===== src/rtl/tug_of_war_field_if.sv =====
// Player pulse inputs and playfield/score outputs of the tug-of-war field stage.
interface tug_of_war_field_if #(
    parameter int N_LEDS    = 9,
    parameter int SCORE_MAX = 7
);
    localparam int SW = $clog2(SCORE_MAX + 1);

    logic              p1;
    logic              p2;
    logic [N_LEDS-1:0] leds;
    logic [1:0]        winner;
    logic [SW-1:0]     score1;
    logic [SW-1:0]     score2;
    logic              match_over;

    modport master (output p1, p2, input leds, winner, score1, score2, match_over);
    modport slave  (input p1, p2, output leds, winner, score1, score2, match_over);
endinterface


===== src/rtl/tug_of_war_field.sv =====
// Tug-of-war playfield: moves a lit LED on player pulses, scores push-outs,
// pauses between rounds and latches the end of the match.
module tug_of_war_field #(
    parameter int N_LEDS       = 9,
    parameter int SCORE_MAX    = 7,
    parameter int PAUSE_CYCLES = 4
) (
    input logic            clk,
    input logic            reset_n,
    tug_of_war_field_if.slave bus
);
    localparam int PW = $clog2(N_LEDS);
    localparam int SW = $clog2(SCORE_MAX + 1);
    localparam int CW = (PAUSE_CYCLES > 1) ? $clog2(PAUSE_CYCLES) : 1;
    localparam logic [PW-1:0] CTR  = PW'((N_LEDS - 1) / 2);
    localparam logic [PW-1:0] LAST = PW'(N_LEDS - 1);
    localparam logic [N_LEDS-1:0] ONE = N_LEDS'(1);

    typedef enum logic [1:0] {PLAY, PAUSE, DONE} state_t;

    state_t            state, state_n;
    logic [PW-1:0]     pos, pos_n;
    logic [CW-1:0]     cnt, cnt_n;
    logic [SW-1:0]     s1, s1_n, s2, s2_n;
    logic [1:0]        win, win_n;
    logic [N_LEDS-1:0] leds_q, leds_n;
    logic              over_q;
    logic              mv1, mv2;

    // A simultaneous press by both players cancels out.
    assign mv1 = bus.p1 & ~bus.p2;
    assign mv2 = bus.p2 & ~bus.p1;

    always_comb begin
        state_n = state;
        pos_n   = pos;
        cnt_n   = cnt;
        s1_n    = s1;
        s2_n    = s2;
        win_n   = win;
        case (state)
            PLAY: begin
                if (mv1) begin
                    if (pos == LAST) begin
                        s1_n    = s1 + 1'b1;
                        win_n   = 2'b10;
                        pos_n   = CTR;
                        cnt_n   = CW'(PAUSE_CYCLES - 1);
                        state_n = (s1_n == SW'(SCORE_MAX)) ? DONE : PAUSE;
                    end else begin
                        pos_n = pos + 1'b1;
                    end
                end else if (mv2) begin
                    if (pos == '0) begin
                        s2_n    = s2 + 1'b1;
                        win_n   = 2'b01;
                        pos_n   = CTR;
                        cnt_n   = CW'(PAUSE_CYCLES - 1);
                        state_n = (s2_n == SW'(SCORE_MAX)) ? DONE : PAUSE;
                    end else begin
                        pos_n = pos - 1'b1;
                    end
                end
            end
            PAUSE: begin
                if (cnt == '0) state_n = PLAY;
                else           cnt_n   = cnt - 1'b1;
            end
            default: ;
        endcase

        // Outputs are decoded from the next state so they register alongside it.
        case (state_n)
            PLAY:    leds_n = ONE << pos_n;
            PAUSE:   leds_n = '0;
            default: leds_n = '1;
        endcase
    end

    always_ff @(posedge clk or negedge reset_n) begin
        if (!reset_n) begin
            state  <= PLAY;
            pos    <= CTR;
            cnt    <= '0;
            s1     <= '0;
            s2     <= '0;
            win    <= 2'b00;
            leds_q <= ONE << CTR;
            over_q <= 1'b0;
        end else begin
            state  <= state_n;
            pos    <= pos_n;
            cnt    <= cnt_n;
            s1     <= s1_n;
            s2     <= s2_n;
            win    <= win_n;
            leds_q <= leds_n;
            over_q <= (state_n == DONE);
        end
    end

    assign bus.leds       = leds_q;
    assign bus.winner     = win;
    assign bus.score1     = s1;
    assign bus.score2     = s2;
    assign bus.match_over = over_q;
endmodule


===== src/flat_wrapper.sv =====
// flat-port wrapper written by rule: the top's interface ports become plain ports
module tug_of_war_field_flat 
#(
    parameter int N_LEDS       = 9,
    parameter int SCORE_MAX    = 7,
    parameter int PAUSE_CYCLES = 4
)
  (clk, reset_n, bus_p1, bus_p2, bus_leds, bus_winner, bus_score1, bus_score2, bus_match_over);
  tug_of_war_field_if #(.N_LEDS(N_LEDS), .SCORE_MAX(SCORE_MAX)) bus_i ();
  input logic clk;
  input logic reset_n;
  input wire logic [$bits(bus_i.p1)-1:0] bus_p1;
  input wire logic [$bits(bus_i.p2)-1:0] bus_p2;
  output wire logic [$bits(bus_i.leds)-1:0] bus_leds;
  output wire logic [$bits(bus_i.winner)-1:0] bus_winner;
  output wire logic [$bits(bus_i.score1)-1:0] bus_score1;
  output wire logic [$bits(bus_i.score2)-1:0] bus_score2;
  output wire logic [$bits(bus_i.match_over)-1:0] bus_match_over;
  assign bus_i.p1 = bus_p1;
  assign bus_i.p2 = bus_p2;
  assign bus_leds = bus_i.leds;
  assign bus_winner = bus_i.winner;
  assign bus_score1 = bus_i.score1;
  assign bus_score2 = bus_i.score2;
  assign bus_match_over = bus_i.match_over;
  tug_of_war_field #(.N_LEDS(N_LEDS), .SCORE_MAX(SCORE_MAX), .PAUSE_CYCLES(PAUSE_CYCLES)) u_core (.clk(clk), .reset_n(reset_n), .bus(bus_i));
endmodule

===== config.mk =====
export PLATFORM = sky130hd
export DESIGN_NAME = tug_of_war_field_flat
export DESIGN_NICKNAME = d
export VERILOG_FILES = /design/src/rtl/tug_of_war_field_if.sv /design/src/rtl/tug_of_war_field.sv /design/src/flat_wrapper.sv
export SDC_FILE = /design/constraint.sdc
export NUM_CORES = 1
export LEC_CHECK = 0
export BUFFER_PORTS_ARGS = -buffer_cell sky130_fd_sc_hd__buf_2
export CELL_PAD_IN_SITES_DETAIL_PLACEMENT = 0
export CELL_PAD_IN_SITES_GLOBAL_PLACEMENT = 1
export CORE_MARGIN = 3
export CORE_UTILIZATION = 46
export CTS_CLUSTER_SIZE = 16
export DETAILED_ROUTE_END_ITERATION = 12
export GPL_TIMING_DRIVEN = 0
export PLACE_DENSITY_LB_ADDON = 0.15
export SLEW_MARGIN = 40
export SYNTH_ARGS = -nofsm -noshare
export SYNTH_HDL_FRONTEND = slang
export SYNTH_SLANG_ARGS = --single-unit

===== constraint.sdc =====
create_clock -name clk -period 4.06 [get_ports clk]
set_input_delay 0.812 -clock clk [delete_from_list [all_inputs] [get_ports clk]]
set_output_delay 0.812 -clock clk [all_outputs]
set_load 0.05 [all_outputs]

### Yosys cells after proc, flatten, opt, wreduce, memory -nomap -nowiden

Cells that the tools add are included.

* register bits: 26
* input port bits: 4
* output and inout bits: 18
* word-level logic and storage cells: 65

* add/sub/neg operators: 5
* equality and inequality tests: 11
* reductions and logical operators: 11
* shifts and indexed selects: 1
* muxes and demuxes: 24
* bitwise operators: 5

Operator list (count)
* $mux 2: 16
* $mux 4: 5
* $pmux 9 s2: 1
* $shl 1x4->9 const A: 1
* $pmux 2 s2: 2
* $reduce_and 4->1: 2
* $add 3x1->3 const B: 2
* $eq 3x3->1 const B: 2
* $logic_not 2->1: 3
* $ne 3x1->1 const B: 2
* $reduce_bool 2->1: 3
* $reduce_and 5->1: 1
* $add 4x1->4 const B: 1
* $eq 2x1->1 const B: 2
* $eq 4x4->1 const B: 1
* $logic_not 4->1: 1
* $ne 2x2->1 const B: 2
* $sub 4x1->4 const B: 1
* $ne 3x3->1 const B: 1
* $not 1->1: 3
* $reduce_and 3->1: 1
* $and 1x1->1: 2
* $eq 2x2->1 const B: 1
* $sub 2x1->2 const B: 1

### Longest topological paths before layout

* depth after elaboration: 9
* gate-level depth with buffers: 9
* gate-level depth less buffers: 7

### Least setup slack after synthesis

OpenSTA, ideal clock, no wires.

* path type: input port to flip-flop
* start point: input port bus_p1
* end point: register u_core.leds_q[1], in the netlist u_core.bus.leds[1]
* data arrival time: 2.077 ns
* path slack: 1.873 ns
* data required time: 3.950 ns
* stages: 5
* path buffers: 0
* setup time: 0.110 ns
* cells stage by stage: nand2b_4 > or4_4 > a221oi_4 > o21bai_2 > o41ai_1

* longest elaborated chain between the ends: 7
* elaborated cells on any way between the ends: 13
* classes of those cells: eq/ne (1); shift (1); mux (7); bitwise (3); reduce/logical (1)

Ends and longest elaborated chain
* start: declaration: RTL line flat_wrapper.sv:12 `input wire logic [$bits(bus_i.p1)-1:0] bus_p1;`
* $not 1->1: RTL line tug_of_war_field.sv:32 `assign mv2 = bus.p2 & ~bus.p1;`
* $and 1x1->1: RTL line tug_of_war_field.sv:32
* $mux 2 or $mux 4 (tied branches): RTL line tug_of_war_field.sv:53 `end else if (mv2) begin`
* $mux 2 or $mux 4 (tied branches): RTL line tug_of_war_field.sv:43 `if (mv1) begin`
* $pmux 2 s2 or $mux 4 (tied branches): RTL line tug_of_war_field.sv:41 `case (state)`
* $eq 2x1->1 (tied with other cells): RTL line tug_of_war_field.sv:73 `case (state_n)`
* $pmux 9 s2 (*): RTL line tug_of_war_field.sv:73
* via u_core.leds_n[1]: RTL line tug_of_war_field.sv:26 `logic [N_LEDS-1:0] leds_q, leds_n;`
* end signal: assignment: RTL line tug_of_war_field.sv:88 `leds_q <= ONE << CTR;`
* end signal: assignment: RTL line tug_of_war_field.sv:97 `leds_q <= leds_n;`
* end: declaration: RTL line tug_of_war_field.sv:26

The timed path passes the listed nets; every way through them passes the cells marked *.
A chain may end at the register's enable or synchronous reset.

### Final worst setup path

* start point: register u_core.pos[0]
* end point: register u_core.leds_q[1], in the netlist u_core.bus.leds[1]

* longest elaborated chain between the ends: 7
* elaborated cells on any way between the ends: 18
* classes of those cells: add/sub (2); eq/ne (2); shift (1); mux (11); reduce/logical (2)

Ends and longest elaborated chain
* start: declaration: RTL line tug_of_war_field.sv:22 `logic [PW-1:0] pos, pos_n;`
* start signal: assignment: RTL line tug_of_war_field.sv:92 `pos <= pos_n;`
* $sub 4x1->4 or $logic_not 4->1 (tied branches): RTL line tug_of_war_field.sv:61, tug_of_war_field.sv:54
* $mux 4 or $mux 2 (tied branches): RTL line tug_of_war_field.sv:54 `if (pos == '0) begin`
* $mux 4 or $mux 2 (tied branches): RTL line tug_of_war_field.sv:53
* $mux 4 or $mux 2 (tied branches): RTL line tug_of_war_field.sv:43
* $mux 4 or $pmux 2 s2 (tied branches): RTL line tug_of_war_field.sv:41
* $shl 1x4->9 (tied with other cells): RTL line tug_of_war_field.sv:74 `PLAY: leds_n = ONE << pos_n;`
* $pmux 9 s2 (*): RTL line tug_of_war_field.sv:73
* via u_core.leds_n[1]: RTL line tug_of_war_field.sv:26

Marked as above.

==> flow_summary.yaml <==
sta:
  number_of_hold_violations_in_the_final_report: 0
  rsz0062_at_grt: "false"
  fin_clk_skew_ns: 0.00738
  final-setup-viol-count: 0
  max_clock_freq_mhz: 419
  finalMaxSlewViolations: 0
  worst-slew-pin-transition_ns: 0.568
  finalCriticalPeriod_ns: 2.39
  finalCritPeriodShare_pct: 58.8
  slew_headroom_pct: 62.2
  setup-tns-final_ns: 0
placed_design:
  hpwlAfterDp_um: 2010
  portBuffers: 21
  dp.cells: 186
  gp_congestion: 0.856
pwr:
  pwr-share-seq_pct: 33.2
  p_per_area_nw_per_um2: 872
  power_report.internal_total_mw: 0.699
  power_frac_comb_pct: 54.3
  p_clk_share_pct: 12.5
  ir_worst_vdd_v: 0.000411
  netSwitchingFraction_pct: 49.8
  leakagePower_nw: 0.787
  power.switching_mw: 0.694
  report.power.total_mw: 1.39
global_routing:
  antenna_found_initial: 0
  track_usage_pct: 15.8
  via_count_of_the_first_global_routing_pass: 953
  grt_start_max_net_pins: 27
  grt_pass1_wl_um: 4400
  grt-ovfl-total: 0
clock_network:
  clock_sinks: 26
  ctsResizeCount: 0
  clk-insertion-delay-late_ns: 0.32
  clock_tree.root_cell: "sky130_fd_sc_hd__clkbuf_4"
  cts_buffers: 3
  cts_hold_buf: 0
  post_cts.repair.setup_buffers: 0
  clock_edge_transition_at_the_registers_on_the_reported_setup_and_hold_paths_ns: 0.14
  tritoncts: "built"
  cts-root-to-sink-buffers: 2
  cts_max_level: 1
final_layout:
  final.fill_count: 263
  layout.area.seq_um2: 653
  layout_common_cells: "sky130_fd_sc_hd__buf_2 (24), sky130_fd_sc_hd__dfrtp_1 (24), sky130_fd_sc_hd__inv_1 (13)"
  drive_gt1_share_pct: 25.2
  layout.nets: 171
  final-instance-count-excl-fill: 190
  antenna-diode-count: 0
  multi_input_area_um2: 679
  areaGrowthSynthToFinish_pct: 14.0
routing:
  drc: 0
  drt-pass1-iter-count: 4
  highest_layer: "met4"
  met2WireLength_um: 1210
  ant_nets: 0
  routedLengthMet1_um: 1340
  routed-wl-met3_um: 103
  routed_wirelength_um: 2690
  routed_wire_length_per_instance_um: 14.1
  vias_per_cell: 5.66
  via_count: 1075
  detailedRoute.firstIterationViolations: 74
worst_setup_path:
  r2r.worst_path.cells: 7
  worstSetupStartpointType: "flop"
  critical_path_peak_fanout: 7
  cp_class: "flop to flop"
  worst-endpoint-required_ns: 4.27
  crit_path_end_kind: "flop"
  cp.arrival_ns: 2.60
die:
  fp.dieArea_um2: 3740
  start_util_pct: 49.5
  floorplan.io_pins: 22
  die_height_um: 61.2
  fp-row-count: 19
  core_area_um2: 2830
  die_x_um: 61.2
synth:
  number_of_storage_elements_in_the_synthesis_netlist: 26
  synth_top_flop_cell: "sky130_fd_sc_hd__dfrtp_1"
  syn-cell-area_um2: 1400
  seq_area_frac_synth_pct: 46.6
  postSynthAreaPerCell_um2: 10.4
  postSynthNetCount: 145
  post_synthesis_instance_total: 134
  share_of_flip_flops_with_an_asynchronous_set_or_reset_after_synthesis_pct: 100
  synth-warning-count: 0
  yosysUniqueCellTypes: 44
  synth_enable_flop_cells: 0
run:
  max_cap_violations: 0
worst_hold_path:
  timing.hold.worst.class: "input pin to async pin"
status:
  status: "finished clean"
[cells in the mapped netlist, drive strengths merged (2+ instances only)]
cell,count,area [um^2]
xor2,2,17.5
a21oi,5,25.0
or3,3,18.8
nand4,2,12.5
nand2,6,22.5
o41ai,6,52.6
o21a,3,30.0
dfstp,2,52.6
dfrtp,24,601
and3b,2,17.5
nand2b,2,20.0
inv,13,48.8
o31a,2,17.5
ha,7,87.6
buf,3,15.0
nor2,6,22.5
nand3,5,25.0
nor3,5,30.0
xnor2,4,35.0
o21ai,12,67.6
[power by group through the flow]
stage | Clock (mW) | Sequential, mW | Combinational (mW)
after global routing | 0.190 | 0.481 | 0.830
after CTS | 0.181 | 0.462 | 0.761
after detailed placement | 0 | 0.467 | 0.758
final | 0.174 | 0.462 | 0.757
after floorplan | 0 | 0.691 | 0.361
after global placement | 0 | 0.459 | 0.751
[metal layers]
layer	vias to the layer above	global-route usage (%)
met5	-	0
met4	0	5.57
met3	4	1.89
met2	22	23.3
met1	515	23.8
li1	534	-
[state kept, by name, indices dropped and copies added (netlist names)]
register / cells
u_core.bus.leds: 9
u_core.pos: 4
u_core.bus.score1: 3
u_core.bus.score2: 3
u_core.bus.winner: 2
u_core.cnt: 2
u_core.state: 2
u_core.bus.match_over: 1
[path summary, 6_finish.rpt]
check / start / to / slack (ns)
worst min-delay path: reset_n / u_core.pos[3] / 0.47
worst max-delay path: u_core.pos[0] / u_core.bus.leds[1] / 1.67
max in group asynchronous: reset_n / u_core.cnt[1] / 3.22
min in group clk: u_core.cnt[0] / u_core.cnt[0] / 0.50
worst min register to register: u_core.cnt[0] / u_core.cnt[0] / 0.50
worst max register to register: u_core.pos[0] / u_core.bus.leds[1] / 1.67
[metrics by stage]
stage	utilization, %	hold WS, ns	cell area [um^2]	worst slack (ns)
finish	56.4	0.466	1600	1.67
global route	56.4	0.483	1600	1.48
CTS	56.4	0.482	1600	1.66
detailed placement	54.6	0.485	1540	1.51
global placement	54.6	0.457	1540	1.55
floorplan	-	0.445	1400	1.87
[worst max-delay path: stages (launching register included)]
cell	delay, ns
sky130_fd_sc_hd__dfrtp_1	0.48
sky130_fd_sc_hd__inv_1	0.13
sky130_fd_sc_hd__ha_1	0.23
sky130_fd_sc_hd__or3b_4	0.43
sky130_fd_sc_hd__o21a_4	0.23
sky130_fd_sc_hd__a221oi_4	0.35
sky130_fd_sc_hd__o21bai_2	0.16
sky130_fd_sc_hd__o41ai_1	0.28
[cell families after synthesis]
group	Yosys count	share of synthesized area, %
and+or+nand+nor	41	17.8
AOI/OAI and AO/OA	37	20.7
DFF	26	46.6
buffers and inverters	17	4.83
adders and majority gates	7	6.26
xor gates and xnor gates	6	3.75
[layout make-up]
type                    instances  share of cell area (%)
plain buffers                   4                    1.18
well taps                      31                    2.43
flip-flops and latches         26                    40.9
clock buffers                   3                    1.41
inverters                      13                    3.06
clock inverters                 1                    1.88
repair buffers                 21                    6.58
multi-input cells              91                    42.6
Note: power is estimated with default switching activity, not from simulation.
